<file path="src/rtl/lcd_fb_capture.sv">
// lcd_fb_capture: packs the PPU LCD pixel stream into a double-buffered 2bpp framebuffer.
// Ports:
//   clk_i          system clock shared with the PPU
//   rst_ni         synchronous active-low reset
//   lcd_pixel_i    pixel strobe, one clock per pixel
//   lcd_color_i    2-bit shade, valid with lcd_pixel_i
//   lcd_hsync_i    rising edge ends the current line
//   lcd_vsync_i    rising edge ends the current frame
//   err_clr_i      clears the sticky error flags
//   fb_we_o        framebuffer byte write strobe
//   fb_bank_o      bank of the byte being written (aligned with fb_we_o)
//   fb_addr_o      byte address within the bank
//   fb_wdata_o     four packed pixels, pixel k in bits [2k+1:2k]
//   disp_bank_o    bank holding the last complete frame
//   frame_done_o   one-clock pulse when a complete frame is committed
//   err_long_o     sticky: a pixel past the line end or a line past the frame end was dropped
//   err_short_o    sticky: a line or frame ended early
module lcd_fb_capture #(
  parameter int H_PIXELS = 160,
  parameter int V_LINES  = 144,
  parameter int FB_AW    = 13
) (
  input  logic             clk_i,
  input  logic             rst_ni,
  input  logic             lcd_pixel_i,
  input  logic [1:0]       lcd_color_i,
  input  logic             lcd_hsync_i,
  input  logic             lcd_vsync_i,
  input  logic             err_clr_i,
  output logic             fb_we_o,
  output logic             fb_bank_o,
  output logic [FB_AW-1:0] fb_addr_o,
  output logic [7:0]       fb_wdata_o,
  output logic             disp_bank_o,
  output logic             frame_done_o,
  output logic             err_long_o,
  output logic             err_short_o
);
  localparam int XW = $clog2(H_PIXELS + 1);
  localparam int YW = $clog2(V_LINES + 1);
  localparam logic [XW-1:0] X_MAX = XW'(H_PIXELS);
  localparam logic [YW-1:0] Y_MAX = YW'(V_LINES);
  localparam logic [FB_AW-1:0] LINE_B = FB_AW'(H_PIXELS / 4);
  typedef enum logic {SYNC, ACTIVE} state_t;
  state_t state_q, state_d;
  logic [XW-1:0] x_q, x_d, x1;
  logic [YW-1:0] y_q, y_d, y_end;
  logic [FB_AW-1:0] addr_q, addr_d, base_q, base_d, waddr_q;
  logic [7:0] pack_q, pack_d, wdata_q;
  logic bank_q, bank_d, wbank_q, disp_q, disp_d, we_q, we_d, done_q;
  logic el_q, el_d, es_q, es_d, hs_q, vs_q;
  logic act, hs_edge, vs_edge, pix_ok, pix_drop, grp_full, line_end, flip;
  always_comb begin
    act = state_q == ACTIVE;
    hs_edge = lcd_hsync_i & ~hs_q;
    vs_edge = lcd_vsync_i & ~vs_q;
    pix_ok = act && lcd_pixel_i && x_q < X_MAX && y_q < Y_MAX;
    pix_drop = act && lcd_pixel_i && !pix_ok;
    x1 = x_q + XW'(pix_ok);
    // slot 0 of a new group starts from a clean byte so a partial flush has zeroed unused slots
    pack_d = pix_ok ? ((x_q[1:0] == 2'd0 ? 8'h00 : pack_q) | (8'(lcd_color_i) << {x_q[1:0], 1'b0})) : pack_q;
    grp_full = pix_ok && x_q[1:0] == 2'd3;
    // vsync closes a pending partial line exactly like hsync; blank lines are not counted
    line_end = act && (hs_edge || vs_edge) && x1 != '0;
    y_end = (line_end && y_q != Y_MAX) ? y_q + 1'b1 : y_q;
    flip = act && vs_edge && y_end == Y_MAX;
    state_d = (state_q == SYNC && vs_edge) ? ACTIVE : state_q;
    // a completed group always has x1%4==0, so it never coincides with a flush
    we_d = grp_full || (line_end && x1[1:0] != 2'd0);
    x_d = (line_end || vs_edge) ? '0 : x1;
    y_d = vs_edge ? '0 : y_end;
    base_d = vs_edge ? '0 : line_end ? base_q + LINE_B : base_q;
    addr_d = vs_edge ? '0 : line_end ? base_q + LINE_B : grp_full ? addr_q + 1'b1 : addr_q;
    bank_d = flip ? ~bank_q : bank_q;
    disp_d = flip ? bank_q : disp_q;
    el_d = pix_drop || (el_q && !err_clr_i);
    es_d = (line_end && x1 < X_MAX) || (act && vs_edge && !flip) || (es_q && !err_clr_i);
  end
  always_ff @(posedge clk_i) begin
    if (!rst_ni) begin
      state_q <= SYNC;
      x_q <= '0;
      y_q <= '0;
      addr_q <= '0;
      base_q <= '0;
      pack_q <= '0;
      bank_q <= 1'b0;
      disp_q <= 1'b1;
      hs_q <= 1'b0;
      vs_q <= 1'b0;
      we_q <= 1'b0;
      wbank_q <= 1'b0;
      waddr_q <= '0;
      wdata_q <= '0;
      done_q <= 1'b0;
      el_q <= 1'b0;
      es_q <= 1'b0;
    end else begin
      state_q <= state_d;
      x_q <= x_d;
      y_q <= y_d;
      addr_q <= addr_d;
      base_q <= base_d;
      pack_q <= pack_d;
      bank_q <= bank_d;
      disp_q <= disp_d;
      hs_q <= lcd_hsync_i;
      vs_q <= lcd_vsync_i;
      we_q <= we_d;
      wbank_q <= bank_q;
      waddr_q <= addr_q;
      wdata_q <= pack_d;
      done_q <= flip;
      el_q <= el_d;
      es_q <= es_d;
    end
  end
  assign fb_we_o = we_q;
  assign fb_bank_o = wbank_q;
  assign fb_addr_o = waddr_q;
  assign fb_wdata_o = wdata_q;
  assign disp_bank_o = disp_q;
  assign frame_done_o = done_q;
  assign err_long_o = el_q;
  assign err_short_o = es_q;
endmodule
</file>
<file path="config.mk">
export PLATFORM = sky130hd
export DESIGN_NAME = lcd_fb_capture
export DESIGN_NICKNAME = d
export VERILOG_FILES = /design/src/rtl/lcd_fb_capture.sv
export SDC_FILE = /design/constraint.sdc
export NUM_CORES = 1
export LEC_CHECK = 0
export ABC_AREA = 0
export CELL_PAD_IN_SITES_DETAIL_PLACEMENT = 0
export CELL_PAD_IN_SITES_GLOBAL_PLACEMENT = 1
export CORE_MARGIN = 2
export CORE_UTILIZATION = 45
export CTS_CLUSTER_DIAMETER = 120
export DETAILED_ROUTE_END_ITERATION = 10
export PLACE_DENSITY = 0.85
export SKIP_CTS_REPAIR_TIMING = 1
export SLEW_MARGIN = 20
export SYNTH_ARGS = -nofsm -noshare
export SYNTH_HDL_FRONTEND = slang
export SYNTH_SLANG_ARGS = --single-unit
</file>
<file path="constraint.sdc">
create_clock -name clk_i -period 5.24 [get_ports clk_i]
set_input_delay 0.524 -clock clk_i [delete_from_list [all_inputs] [get_ports clk_i]]
set_output_delay 0.524 -clock clk_i [all_outputs]
set_load 0.01 [all_outputs]
</file>
==> impl_metrics.toml, run 1 <==
[setup_path]
cp-start-kind = "input pin"
required_ns = 5.48
max_stage_delay_ns = 0.48
path_max_fanout = 7
path_class = "in2reg"
arrival_ns = 4.11
crit_slowest_cell = "clkdlybuf4s50_1"
crit_buf_inv = 1
critPathMostFrequentCell = "ha_1"
end_kind = "register"
crit_family = "simple AND/OR/NAND/NOR gates"
crit_chain = "clkdlybuf4s50_1, nand2_1, nor3_2, ha_1, ha_1, xnor2_1, nand4_1, a221oi_4, a21oi_1, mux2_2, nor4_4, mux2_1"

[die]
core-area_mm2 = 0.00683
initial_core_util_pct = 46.6
die_h_um = 88.1
die-area_mm2 = 0.00777
die_w_um = 88.1
io_pins = 35
rows = 30

[final_layout]
post-route-util_pct = 55.5
drive_gt1_share_pct = 6.35
finalNonFillerCells = 490
num_antenna_cells = 0
final_cell_area_mm2 = 0.00379
final_cell_mix = "70 x dfxtp_1, 50 x nor2_1, 34 x clkdlybuf4s50_1"
area_growth_syn_to_layout_pct = 19.1
final_common_cell = "dfxtp_1"
fin_nets = 403

[placed_design]
placed_area_mm2 = 0.00359
place_hpwl_um = 4360
pre_cts_ws_ns = 1.04
dp.cells = 474
gp_congestion = 0.842
place.port_buffers = 34

[timing]
tns_ns = 0
hold_violations = 0
finalMaxSlewViolations = 0
slew_headroom_pct = 43.0
setup_slack_ns = 1.38
finalClockSkew_ns = 0.00642
max_freq_mhz = 259
hold_ws_ns = 0.455
fin_crit_ns = 3.86
fin_crit_sh_pct = 73.7
setup_viol = 0
rsz0062_at_grt = "false"
worst_slew_pin_slew_ns = 0.852

[grt]
grt_pass1_wl_um = 10600
grt_overflow = 0
grtUsageTotal_pct = 17.3
grt_max_degree = 30
antenna_found_initial = 0
first_global_vias = 2288

[synthesis]
yosys_register_bits = 70
yosysSeqAreaShare_pct = 44.0
syn-instance-count = 359
synth_top_cells_by_area = "dfxtp_1 44%, xnor2_1 6.6%, nor2_1 5.9%"
synth_top_area_share_pct = 44.0
syn_nets = 373
synth_area_per_cell_um2 = 8.87
synth_largest_area_cell = "dfxtp_1"
ys.flop_type = "dfxtp_1"
synth.distinct_cells = 49
synthArstFlopShare_pct = 0
synth-edff-count = 0
yosysWarnings = 0
syn_area_mm2 = 0.00319

[clock_tree]
clk_pin_slew_worst_paths_ns = 0.07
cts-root-buf = "clkbuf_8"
clock_sinks = 70
cts_buffer_depth = 2
cts_made_buffers = 9
cts_tree = "built"
h-tree-depth = 3
clock_latency_ns = 0.36

[pwr]
netSwitchingPower_mw = 0.245
finalPower_mw = 1.05
p_seq_share_pct = 51.6
clockPowerShare_pct = 43.3
swShare_pct = 23.3
p_per_area_mw_per_mm2 = 277
irDropWorstVdd_uv = 118
pwr-share-comb_pct = 5.1
internal-power_mw = 0.807
leakagePower_nw = 1.37

[flow_run]
maxCapViolCount = 0

[detailed_routing]
post_drt_via_cell_ratio = 5.04
route.vias.total = 2470
drc_errors = 0
wl_per_cell_um = 12.7
routed_wl_um = 6230
detail_route.iter0.violations = 93
first_pass_iters = 4
final_antenna_net_count = 0

[run_status]
status = "finished clean"

[worst_hold_path]
hp-class = "reg2reg"
## worst reg2reg max path, delay by kind of cell, from the launching register on
family	cells	cell delay, ns
flip-flops	1	0.39
adder cells (fa/ha/maj)	2	0.67
XOR/XNOR	1	0.15
AND/OR/NAND/NOR	3	0.81
AO/OA/AOI/OAI	3	0.99
multiplexers	2	0.68
## layout make-up
class,instances,area (um2)
multi-input cells,262,1670
fillers,644,3040
clock buffers,11,151
flip-flops and latches,70,1400
well taps,96,120
clock inverters,5,57.6
repair buffers,37,363
inverters,9,33.8
## power groups by stage
stage | clock network, mW | logic (mW) | registers [mW]
3_3_place_gp | 0 | 0.0534 | 0.555
2_1_floorplan | 0 | 0.0321 | 0.556
6_report | 0.456 | 0.0537 | 0.543
3_5_place_dp | 0 | 0.0540 | 0.555
5_1_grt | 0.488 | 0.0598 | 0.544
4_1_cts | 0.465 | 0.0543 | 0.543
## synth_stat cells (6+ instances only)
cell type  count
buf_2          6
a21oi_1       13
nand2_1       23
nor2_1        50
nand3_1       14
ha_1           6
and3_1        10
and2_1        20
a211oi_1      10
nand2b_1       6
nand4_1        6
clkbuf_1      11
dfxtp_1       70
xor2_1        16
inv_1          9
xnor2_1       24
o21ai_0       12
## cell families (layout without fill, tap and decap cells)
group                      after synthesis  after routing  share of synthesized area [%]
and+or+nand+nor                        150            150                           24.2
DFF                                     70             70                           44.0
AOI/OAI and AO/OA                       61             61                           13.1
xor gates and xnor gates                40             40                           11.0
buffers and inverters                   27             62                           3.65
adders and majority gates                6              6                           2.36
muxes                                    5              5                           1.65
## sequential cells by signal, indices dropped and copies added, names as in the netlist, 8 cells and up
signal and cells:
addr_q 13, fb_addr_o 13, base_q 10, fb_wdata_o 8
x_q 8, y_q 8
## per-layer routing
layer  up-vias  track usage, %  routed length, um
met5         -               0                  0
met4         0            7.71                 99
met3        11            3.68                194
met2        25            24.9               2620
met1      1146            24.8               3320
li1       1288               -                  -
## final timing paths
kind / slack [ns] / startpoint / to / cells past startpoint
worst min register to register: 0.45 / bank_q / fb_bank_o / 2
worst max register to register: 1.43 / y_q[6] / disp_bank_o / 11
worst max-delay path: 1.38 / lcd_pixel_i / disp_bank_o / 12
worst min-delay path: 0.45 / bank_q / fb_bank_o / 2
(Power assumes the default switching activity.)
==> run 2, diff against run 1 <==
Settings changed: CORE_UTILIZATION 45 to 38, PLACE_DENSITY 0.85 to 0.77.
Clock period 5.24 ns to 3.2 ns, I/O delays scaled along.
==> impl_metrics.toml, run 2 (synthesis gave the netlist of run 1 again) <==
[run_status]
status = "finished with violations"
violations = "setup timing"

[setup_path]
path_class = "reg2reg"
cp-start-kind = "register"
end_kind = "register"
max_stage_delay_ns = 0.45
arrival_ns = 3.47
required_ns = 3.43
crit_chain = "o31a_1, nor3_4, ha_4, ha_4, xnor2_2, nand4_1, a221oi_4, a21oi_2, mux2_4, nor4_4, mux2_4"
crit_slowest_cell = "a221oi_4"
path_max_fanout = 6

[timing]
setup_viol = 2
finalMaxSlewViolations = 0
finalClockSkew_ns = 0.00805
hold_violations = 0
fin_crit_ns = 3.23
worst_slew_pin_slew_ns = 0.572
rsz0062_at_grt = "true"
fin_crit_sh_pct = 101
tns_ns = -0.0363
max_freq_mhz = 309
setup_slack_ns = -0.0342
slew_headroom_pct = 61.6

[final_layout]
area_growth_syn_to_layout_pct = 30.2
num_antenna_cells = 0
fin_nets = 435
final_cell_mix = "70 x dfxtp_1, 50 x nor2_1, 34 x clkdlybuf4s50_1, 34 x buf_4"
final_common_cell = "dfxtp_1"
n_fill_cell = 748
drive_gt1_share_pct = 15.7
post-route-util_pct = 50.7

[detailed_routing]
drc_errors = 0
wl_per_cell_um = 12.5
detail_route.iter0.violations = 70
post_drt_via_cell_ratio = 4.95
route.vias.total = 2629
final_antenna_net_count = 0
routed_wl_um = 6650
first_pass_iters = 5

[clock_tree]
clock_sinks = 70
clock_latency_ns = 0.34
cts_made_buffers = 9
cts-root-buf = "clkbuf_8"
h-tree-depth = 3
clk_pin_slew_worst_paths_ns = 0.08
cts_tree = "built"
cts_buffer_depth = 2

[die]
core-area_mm2 = 0.00818
rows = 33
die_w_um = 95.6
die_h_um = 95.6
die-area_mm2 = 0.00913
io_pins = 35
initial_core_util_pct = 39.0

[pwr]
leakagePower_nw = 1.53
finalPower_mw = 1.80
p_per_area_mw_per_mm2 = 433
irDropWorstVdd_uv = 196

[placed_design]
gp_congestion = 0.808
place_hpwl_um = 4660
place.port_buffers = 34
pre_cts_ws_ns = -0.284

[grt]
grt_pass1_wl_um = 11000
grtUsageTotal_pct = 15.5
antenna_found_initial = 0
grt_overflow = 0
grt_max_degree = 29
first_global_vias = 2403

[worst_hold_path]
hp-class = "reg2reg"

[flow_run]
maxCapViolCount = 0
run 2: cell count changes in the layout (fill, tap and decap cells not counted), sizes merged:
cell | before | now
inv | 9 | 10
clkbuf | 11 | 9
bufinv | 1 | 2
buf | 3 | 35
clkinv | 4 | 2
clkinvlp | 0 | 2
run 2: stage by stage:
step	cell area, um2	hold WS, ns	cells
floorplan	3260	0.418	359
global placement	3860	0.437	509
detailed placement	3860	0.453	509
CTS	4080	0.467	525
global route	4150	0.500	531
finish	4150	0.458	531
run 2: per-layer routing:
metal	vias up	GRT usage (%)	routed length [um]
met5	-	0	0
met4	0	6.43	121
met3	10	4.03	245
met2	41	22.4	2900
met1	1223	21.7	3380
li1	1355	-	-
run 2: layout make-up:
type                            count  area (um2)  area share (%)
Multi-Input combinational cell    262        1740            42.0
Timing Repair Buffer               69         616            14.8
Sequential cell                    70        1400            33.8
Clock buffer                        9         124            2.99
Tap cell                          105         131            3.17
Inverter                            9        33.8           0.815
Clock inverter                      7        97.6            2.35
run 2: worst paths after layout:
| check | from | endpoint | slack [ns] | depth (start not counted) |
|---|---|---|---|---|
| setup / recovery | y_q[6] | disp_bank_o | -0.03 | 11 |
| setup reg to reg | y_q[6] | disp_bank_o | -0.03 | 11 |
| hold reg to reg | bank_q | fb_bank_o | 0.46 | 2 |
| hold / removal | bank_q | fb_bank_o | 0.46 | 2 |
run 2: where the power goes:
group / internal, mW / switching [mW] / leakage, nW
combinational: 0.0537 / 0.0572 / 0.864
clock: 0.441 / 0.355 / 0.106
sequential: 0.881 / 0.00739 / 0.565
total: 1.38 / 0.419 / 1.53
run 2: worst max-delay path, delay by kind of cell (launching register included):
kind | cells | cell delay, ns
AOI/OAI and AO/OA | 3 | 0.92
and+or+nand+nor | 3 | 0.72
muxes | 2 | 0.66
adders and majority gates | 2 | 0.38
DFF | 1 | 0.32
xor gates and xnor gates | 1 | 0.11
